## src/rtl/lcd_pkg.sv

```systemverilog
// Shared constants, arbiter state encoding and helpers for the LCD text path.
// Imported by lcd_rr_pick and lcd_text_arbiter.
package lcd_pkg;

   // Characters per LCD message (two 16-char lines plus separators).
   localparam int TEXT_LENGTH    = 34;

   // System clock frequency in Hz.
   localparam int FREQ           = 50_000_000;

   // Watchdog window for one LCD transfer, in milliseconds and cycles.
   localparam int TIMEOUT_MS     = 100;
   localparam int TIMEOUT_CYCLES = (FREQ / 1000) * TIMEOUT_MS;

   // Width of requester indices (covers up to 8 requesters).
   localparam int IDX_W          = 3;

   typedef enum logic [2:0] {
      ST_IDLE      = 3'd0,
      ST_SEND      = 3'd1,
      ST_WAIT_LOW  = 3'd2,
      ST_WAIT_HIGH = 3'd3,
      ST_DONE      = 3'd4
   } arb_state_t;

   // Successor of idx in a ring of n requesters.
   function automatic logic [IDX_W-1:0] next_idx(
      input logic [IDX_W-1:0] idx,
      input int               n
   );
      if (int'(idx) >= n - 1) begin
         return '0;
      end
      return idx + 1'b1;
   endfunction

endpackage

```

## src/rtl/lcd_rr_pick.sv

```systemverilog
// Round-robin selector: first pending index at or after rr_ptr, wrapping.
// Ports: pending (request vector), rr_ptr (search start), grant, any_valid.
module lcd_rr_pick
   import lcd_pkg::*;
#(
   parameter int NUM_REQ = 4
) (
   input  logic [NUM_REQ-1:0] pending,
   input  logic [IDX_W-1:0]   rr_ptr,
   output logic [IDX_W-1:0]   grant,
   output logic               any_valid
);

   localparam int IW = (NUM_REQ > 1) ? $clog2(NUM_REQ) : 1;

   int j;

   // Scan NUM_REQ positions starting at rr_ptr; the first hit wins.
   always_comb begin
      grant     = '0;
      any_valid = 1'b0;
      j         = 0;
      for (int k = 0; k < NUM_REQ; k++) begin
         j = int'(rr_ptr) + k;
         if (j >= NUM_REQ) begin
            j = j - NUM_REQ;
         end
         if (!any_valid && pending[j[IW-1:0]]) begin
            grant     = IDX_W'(j);
            any_valid = 1'b1;
         end
      end
   end

endmodule

```

## src/rtl/lcd_text_arbiter.sv

```systemverilog
// Round-robin arbiter granting NUM_REQ text requesters access to one LCD
// text sender. Optional watchdog: define LCD_ARB_TIMEOUT_EN.
// Ports:
//   CLK, RST_N        clock, async active-low reset
//   req, text_in      request pulses and packed per-requester texts
//   done              per-requester completion pulse
//   busy, gnt_idx     service in progress and serviced requester
//   lcd_send_text     start pulse to the sender
//   lcd_text          message latched at grant
//   lcd_sending_done  level completion flag from the sender
//   timeout_err       watchdog expiry pulse (0 when compiled out)
module lcd_text_arbiter
   import lcd_pkg::*;
#(
   parameter int NUM_REQ        = 4,
   parameter int TEXT_LENGTH    = lcd_pkg::TEXT_LENGTH,
   parameter int TIMEOUT_CYCLES = lcd_pkg::TIMEOUT_CYCLES
) (
   input  logic                            CLK,
   input  logic                            RST_N,
   input  logic [NUM_REQ-1:0]              req,
   input  logic [NUM_REQ*8*TEXT_LENGTH-1:0] text_in,
   output logic [NUM_REQ-1:0]              done,
   output logic                            busy,
   output logic [2:0]                      gnt_idx,
   output logic                            lcd_send_text,
   output logic [8*TEXT_LENGTH-1:0]        lcd_text,
   input  logic                            lcd_sending_done,
   output logic                            timeout_err
);

   localparam int TW = 8 * TEXT_LENGTH;

   if (NUM_REQ < 2 || NUM_REQ > 8) begin : g_bad_num
      $error("lcd_text_arbiter: NUM_REQ must be 2..8");
   end

   if (TIMEOUT_CYCLES < 1) begin : g_bad_to
      $error("lcd_text_arbiter: TIMEOUT_CYCLES must be >= 1");
   end

   arb_state_t         state;
   logic [NUM_REQ-1:0] pending;
   logic [IDX_W-1:0]   rr_ptr;
   logic [IDX_W-1:0]   pick;
   logic               any_valid;
   logic [NUM_REQ-1:0] clr;
   logic [NUM_REQ-1:0] gnt_hot;
   logic [TW-1:0]      pick_text;
   logic               expired;

   lcd_rr_pick #(
      .NUM_REQ (NUM_REQ)
   ) u_pick (
      .pending   (pending),
      .rr_ptr    (rr_ptr),
      .grant     (pick),
      .any_valid (any_valid)
   );

   assign pick_text = text_in[TW*int'(pick) +: TW];

   // clr: bit being granted this cycle; gnt_hot: decoded current grant.
   always_comb begin
      clr     = '0;
      gnt_hot = '0;
      for (int i = 0; i < NUM_REQ; i++) begin
         clr[i]     = (state == ST_IDLE) && any_valid
                      && (pick == IDX_W'(i));
         gnt_hot[i] = (gnt_idx == IDX_W'(i));
      end
   end

`ifdef LCD_ARB_TIMEOUT_EN
   localparam int WD_W = $clog2(TIMEOUT_CYCLES + 1);

   logic [WD_W-1:0] wd;
   logic            in_wait;

   assign in_wait = (state == ST_WAIT_LOW) || (state == ST_WAIT_HIGH);

   // wd holds the number of wait cycles already spent before this one.
   assign expired = in_wait && (wd == WD_W'(TIMEOUT_CYCLES - 1));

   always_ff @(posedge CLK or negedge RST_N) begin
      if (!RST_N) begin
         wd          <= '0;
         timeout_err <= 1'b0;
      end else begin
         timeout_err <= expired;
         if ((state == ST_IDLE) && any_valid) begin
            wd <= '0;
         end else if (in_wait && !expired) begin
            wd <= wd + 1'b1;
         end
      end
   end
`else
   assign expired     = 1'b0;
   assign timeout_err = 1'b0;
`endif

   always_ff @(posedge CLK or negedge RST_N) begin
      if (!RST_N) begin
         state         <= ST_IDLE;
         pending       <= '0;
         rr_ptr        <= '0;
         gnt_idx       <= '0;
         lcd_text      <= '0;
         done          <= '0;
         busy          <= 1'b0;
         lcd_send_text <= 1'b0;
      end else begin
         // A new request beats the grant-clear of the same bit.
         pending       <= (pending & ~clr) | req;
         done          <= '0;
         lcd_send_text <= 1'b0;
         unique case (state)
            ST_IDLE: begin
               if (any_valid) begin
                  state         <= ST_SEND;
                  gnt_idx       <= pick;
                  lcd_text      <= pick_text;
                  busy          <= 1'b1;
                  lcd_send_text <= 1'b1;
               end
            end
            ST_SEND: begin
               state <= ST_WAIT_LOW;
            end
            // A high flag left over from the last message is not
            // completion; wait for it to drop first.
            ST_WAIT_LOW: begin
               if (expired) begin
                  state <= ST_DONE;
                  done  <= gnt_hot;
               end else if (!lcd_sending_done) begin
                  state <= ST_WAIT_HIGH;
               end
            end
            ST_WAIT_HIGH: begin
               if (expired || lcd_sending_done) begin
                  state <= ST_DONE;
                  done  <= gnt_hot;
               end
            end
            ST_DONE: begin
               rr_ptr <= next_idx(gnt_idx, NUM_REQ);
               state  <= ST_IDLE;
               busy   <= 1'b0;
            end
            default: begin
               state <= ST_IDLE;
               busy  <= 1'b0;
            end
         endcase
      end
   end

endmodule
```

## config.mk

```make
export PLATFORM = sky130hd
export DESIGN_NAME = lcd_text_arbiter
export DESIGN_NICKNAME = d
export VERILOG_FILES = /design/src/rtl/lcd_pkg.sv /design/src/rtl/lcd_rr_pick.sv /design/src/rtl/lcd_text_arbiter.sv
export SDC_FILE = /design/constraint.sdc
export NUM_CORES = 1
export LEC_CHECK = 0
export CELL_PAD_IN_SITES_DETAIL_PLACEMENT = 1
export CELL_PAD_IN_SITES_GLOBAL_PLACEMENT = 2
export CORE_AREA = 2 2 534 536
export DETAILED_ROUTE_END_ITERATION = 10
export DIE_AREA = 0 0 536 538
export PLACE_DENSITY = 0.41
export SLEW_MARGIN = 10
export SYNTH_ARGS = -nofsm -noshare
export SYNTH_HDL_FRONTEND = slang
export SYNTH_SLANG_ARGS = --single-unit
```

## constraint.sdc

```tcl
create_clock -name CLK -period 3.8 [get_ports CLK]
set_input_delay 0.95 -clock CLK [delete_from_list [all_inputs] [get_ports CLK]]
set_output_delay 0.95 -clock CLK [all_outputs]
set_load 0.01 [all_outputs]
```

; ---- Word level (Yosys, flattened, before mapping)
; Cells that the tools add are included.
[op_classes]
n_addsub = 8
multipliers = 1
n_lt_le_gt_ge = 9
eq_ne = 13
shift = 1
mux = 34
n_bitwise = 4
reduce_logical = 18
[op_table]
columns = operator, count
row1 = $shiftx 1088x13->272, 1
row2 = $mux 3, 13
row3 = $eq 3x2->1 const B, 6
row4 = $mux 1, 13
row5 = $ge 4x3->1 const B, 3
row6 = $lt 2x3->1 const B, 4
row7 = $pmux 3 s4, 1
row8 = $sub 3x3->3 const B, 4
row9 = $eq 3x1->1 const B, 3
row10 = $logic_not 3->1, 3
row11 = $add 3x2->4 const B, 2
row12 = $bmux 1 s2, 4
row13 = $logic_and 1x1->1, 8
row14 = $mul 5x3->8 const A, 1
row15 = $mux 4, 2
row16 = $ne 2x2->1 const B, 3
row17 = $add 3x1->4 const B, 1
row18 = $and 4x4->4, 1
row19 = $not 4->4, 1
row20 = $or 4x4->4, 1
row21 = $reduce_and 2->1, 2
row22 = $add 3x1->3 const B, 1
row23 = $eq 3x3->1 const B, 1
row24 = $ge 3x2->1 const B, 1
row25 = other kinds (6), 8
[word_totals]
register_bits = 291
inputBits = 1095
output_inout_bits = 282
wordCells = 96

; ---- Logic depth before layout (Yosys ltp)
[logic_depth]
word_depth = 19
ltp_mapped = 12

; ---- Modules after synthesis
; From an unflattened synthesis, not the netlist that was laid out.
[hier_totals]
cells_unflattened = 1054
hier_area_um2 = 17132.7
[by_module_without_submodules]
columns = module, n_inst, cells_each, area_each_um2
row1 = lcd_text_arbiter, 1, 1009, 16768.6
row2 = lcd_rr_pick, 1, 45, 364.1

; ---- Worst setup path before layout
; OpenSTA, ideal clock, no wires.
[synth_path]
path_type = reg-to-reg
start = reg rr_ptr[0]
end = reg lcd_text[13]
arrival_time_ps = 2936
required_time_ps = 3662
path_slack_ps = 726
path_stages_with_launch = 11
n_path_buf = 3
synth_period_minus_slack_ps = 3074
path_cell_list = dfrtp_1 -> clkbuf_1 -> inv_1 -> ha_1 -> mux4_2 -> or2_4 -> or3_1 -> nand4b_1 -> buf_2 -> buf_4 -> o221ai_1
[synth_via]
elab_chain_cells = 16
word_cells_on_any_way = 40
cone_classes = 7 x add/sub / 1 x mul / 4 x order compare / 1 x shift / 20 x mux / 7 x reduce/logical
[synth_lines]
columns = item, line_no
row1 = from (decl), lcd_text_arbiter.sv:44  ; logic [IDX_W-1:0] rr_ptr;
row2 = from (signal assigned), lcd_text_arbiter.sv:148  ; rr_ptr <= next_idx(gnt_idx, NUM_REQ);
row3 = "parallel branches: the longest is 16 deep, another holds $add 3x1->4", --
row4 = to (signal assigned), lcd_text_arbiter.sv:123  ; lcd_text <= pick_text;
row5 = to (decl), lcd_text_arbiter.sv:27  ; output logic [8*TEXT_LENGTH-1:0] lcd_text,
; Parallel ways; which one is timed is not known. The select of a mux whose other input is x is not followed.
; A chain may end at the register's enable or synchronous reset.

; ---- Final worst setup path
[layout_path]
start = reg rr_ptr[0]
end = reg lcd_text[94]
; Same word-level chain as after synthesis.

==> metrics.md <==
| Metric | Value |
|---|---|
| Switch Pwr | approximately 14 mW |
| CTS tree | done |
| Vias per cell | 3.03 |
| Gate power share | 66.5% |
| Total iterations of the first detailed-routing run | 4 |
| Final Max Tran Viols | 0 |
| Critical path class | register to register |
| Root Buffer | clkbuf_16 |
| DRT Wirelength | 198000 um |
| Slowest CP cell | mux4_2 |
| Final Cycle Share | approximately 89% |
| Synth Instances | 1619 |
| Post-route setup slack | 0.434 ns |
| Maximum VDD drop | about 0.5 mV |
| Reg2reg end | lcd_text[94]$_DFFE_PN0P_ |
| DIE AREA | 288000 um2 |
| Worst Skew | about 0.032 ns |
| Post-Place Setup Slack | between 0.3 and 0.4 ns |
| Post-Syn Nets | 2721 |
| Initial antenna violation count | 200 |
| Post-synth EDFFs | 0 |
| Sinks on Clock Net | 291 |
| R2R depth | 9 |
| Count leader, synth | mux2i_1 |
| Crit start category | register |
| Top_reg_cell synth | dfrtp_1 |
| Avg Cell Area, Syn | 11.4 um2 |
| Setup repair after global routing missed its margin | no |
| Min-delay worst type | primary input to async pin |
| Outcome | finished, final reports clean |
| Fin crit period | about 3.4 ns |
| Max Clk Rate | 297 MHz |
| Post-DR wirelength/cell | between 20 and 30 um |
| Max cap viols | 0 |
| Vias | 20.8k |
| CP Cell Sequence | buf_4 -> mux4_2 -> a21o_1 -> a21oi_4 -> buf_12 -> buf_12 -> mux2i_1 -> buf_4 -> o221ai_1 |
| Fin nets | 4133 |
| Clock share of power | 15.0% |
| P_int | approximately 17 mW |
| Grt ovf | 0 |
| RePlAce Congestion | 0.825 |
| Ports | roughly 1.4k |
| Initial Utilization | 6.50% |
| First-pass GRT wire length | ~250000 um |
| Post-synthesis register bit count | 291 |
| Syn. warnings | 0 |
| DRC violations left | 0 |
| GRT Total Usage | 13.1% |
| Die span in x | approximately 540 um |
| Finished Core Util | 13.8% |
| # hold bufs at CTS | 0 |
| CTS Buf Count | 48 |
| Port bufs | 1375 |
| Sequential power share | 18.4% |
| Vias in the first global route | roughly 23k |
| Crit Path Max Fanout | 37 |
| Core area | 283000 um2 |
| Initial DRC count | 984 |
| Sw frac | 45.2% |
| Commonest cells post-synth | mux2i_1, dfrtp_1, nand2_1 |
| Post-Syn Area | 18400 um2 |
| Slew HR | 39.9% |
| # Post-CTS Setup Buffers | 0 |
| Post-CTS sizing | 0 |
| Crit. End Element | register |
| Worst path required time | 4.33 ns |
| Largest net degree at the start of global routing | 70 |
| Routed Antenna Nets | 0 |
| Async set-reset flop share out of synthesis | 100% |
| CP peak stage delay | ~0.6 ns |
| Finish-stage setup viols | 0 |
| Post-synth top area share | 39.5% |
| Critical Path AT | 3.90 ns |
| CTS clock-pin slew for the worst setup and hold paths | about 0.070 ns |
| Tightest Pin Transition | 0.901 ns |
| Final Hold Fails | 0 |
| Hpwl dp | 172000 um |
| Clk buf depth | 3 |
| Top post-synthesis cells by area | dfrtp_1, mux2i_1, o221ai_2, o221ai_1, nand2_1 |
| Layout cells sized above 1 | 10.9% |
| Power density cells | 798 nW/um2 |
| DIE HEIGHT | 538 um |
| Reg-to-reg slack, setup | 0.43 ns |
| CP startpoint | rr_ptr[0]$_DFFE_PN0N_ |
| Seq/Total Area, Yosys | between 30% and 40% |
| Static leakage | 15.7 nW |
| Largest area contributor in the netlist | dfrtp_1 |
| Critical Path Sink | lcd_text[94]$_DFFE_PN0P_ |
| H-Tree Depth | 2 |
| Fin Setup TNS | 0 ns |
| Launching point of the worst reg2reg path | rr_ptr[0]$_DFFE_PN0N_ |
| Worst-skew pair later-pin latency | 0.67 ns |
| Rows | 196 |
| Synth cell types | 39 |
| Area Growth Syn to Fin | 112% |
-- sequential cells by signal (all words and copies together) (netlist names) --
name	flops
lcd_text	272
lcd_send_text	1
busy	1
rr_ptr	3
pending	4
done	4
gnt_idx	3
state	3
-- how the worst min path moves through the flow --
stage / startpoint / to / depth (start not counted)
detailed placement: lcd_text[79]$_DFFE_PN0P_ / lcd_text[79]$_DFFE_PN0P_ / 2
global route: RST_N / lcd_text[195]$_DFFE_PN0P_ / 1
floorplan: rr_ptr[2]$_DFFE_PN0N_ / rr_ptr[2]$_DFFE_PN0N_ / 1
global placement: lcd_text[214]$_DFFE_PN0P_ / lcd_text[214]$_DFFE_PN0P_ / 2
CTS: RST_N / lcd_text[126]$_DFFE_PN0P_ / 1
finish: RST_N / lcd_text[195]$_DFFE_PN0P_ / 1
-- critical path, delay by kind of cell, from the launching register on --
family	cells	cell delay, ns
buffers and inverters	4	0.95
AO/OA/AOI/OAI	3	0.62
multiplexers	2	1.16
flip-flops	1	0.36
-- final cells by class --
cell class	instances	area (um2)
fillers	32800	244000
flip-flops and latches	291	7280
inverters	12	45.0
diodes	45	113
well taps	3762	4710
clock inverters	19	186
repair buffers	1516	15200
clock buffers	66	1390
multi-input cells	1162	10100
-- layout by cell type, fill, tap and decap left out, drive strengths merged, types with 3 or more instances in the layout --
| cell type | Yosys | final |
|---|---|---|
| mux2i | 546 | 546 |
| mux4 | 4 | 4 |
| a22o | 3 | 3 |
| dfrtp | 291 | 291 |
| o21ai | 6 | 6 |
| nand2 | 277 | 277 |
| ha | 7 | 7 |
| nor2 | 5 | 5 |
| o221ai | 272 | 272 |
| nand2b | 6 | 6 |
| clkdlybuf4s50 | 0 | 1374 |
| clkinv | 0 | 14 |
| inv | 12 | 12 |
| buf | 126 | 142 |
| diode | 0 | 45 |
| bufinv | 0 | 3 |
| and2 | 6 | 6 |
| clkbuf | 28 | 66 |
| a21oi | 5 | 5 |
-- per-layer routing --
| layer | up-vias | routed length, um | global-route usage [%] |
|---|---|---|---|
| met4 | 130 | 3830 | 2.55 |
| met3 | 333 | 23700 | 7.02 |
| met1 | 10000 | 80400 | 15.4 |
| li1 | 9139 | - | - |
| met2 | 1186 | 89000 | 21.0 |
| met5 | - | 854 | 0 |
-- power by group through the flow --
stage / clock network (mW) / logic (mW) / registers, mW
after global placement: 0 / 21.1 / 5.77
after global routing: 5.01 / 22.3 / 5.94
after CTS: 4.93 / 21.3 / 5.77
after floorplan: 0 / 10.6 / 6.15
final: 4.68 / 20.7 / 5.74
after detailed placement: 0 / 21.2 / 5.77
-- cells by family (layout without fill, tap and decap cells) --
logic type / Yosys count / after routing / synth area share (%)
mux: 551 / 551 / 30.2
simple gates: 306 / 306 / 6.69
compound gates: 296 / 296 / 17.5
flops: 291 / 291 / 39.5
buf+inv: 166 / 1613 / 5.50
fa+ha+maj: 7 / 7 / 0.475
other cells: 1 / 46 / 0.0204
xor+xnor: 1 / 1 / 0.0476
-- per-stage QoR --
| stage | hold slack (ns) | instances | area (um2) | power [mW] |
|---|---|---|---|---|
| CTS | 0.271 | 6828 | 38900 | 32.0 |
| detailed placement | 0.476 | 6743 | 37300 | 27.0 |
| finish | 0.276 | 6873 | 39000 | 31.1 |
| global route | 0.287 | 6836 | 38900 | 33.2 |
| global placement | 0.469 | 6743 | 37300 | 26.9 |
| floorplan | 0.496 | 1619 | 18400 | 16.8 |
(Power assumes the default switching activity.)
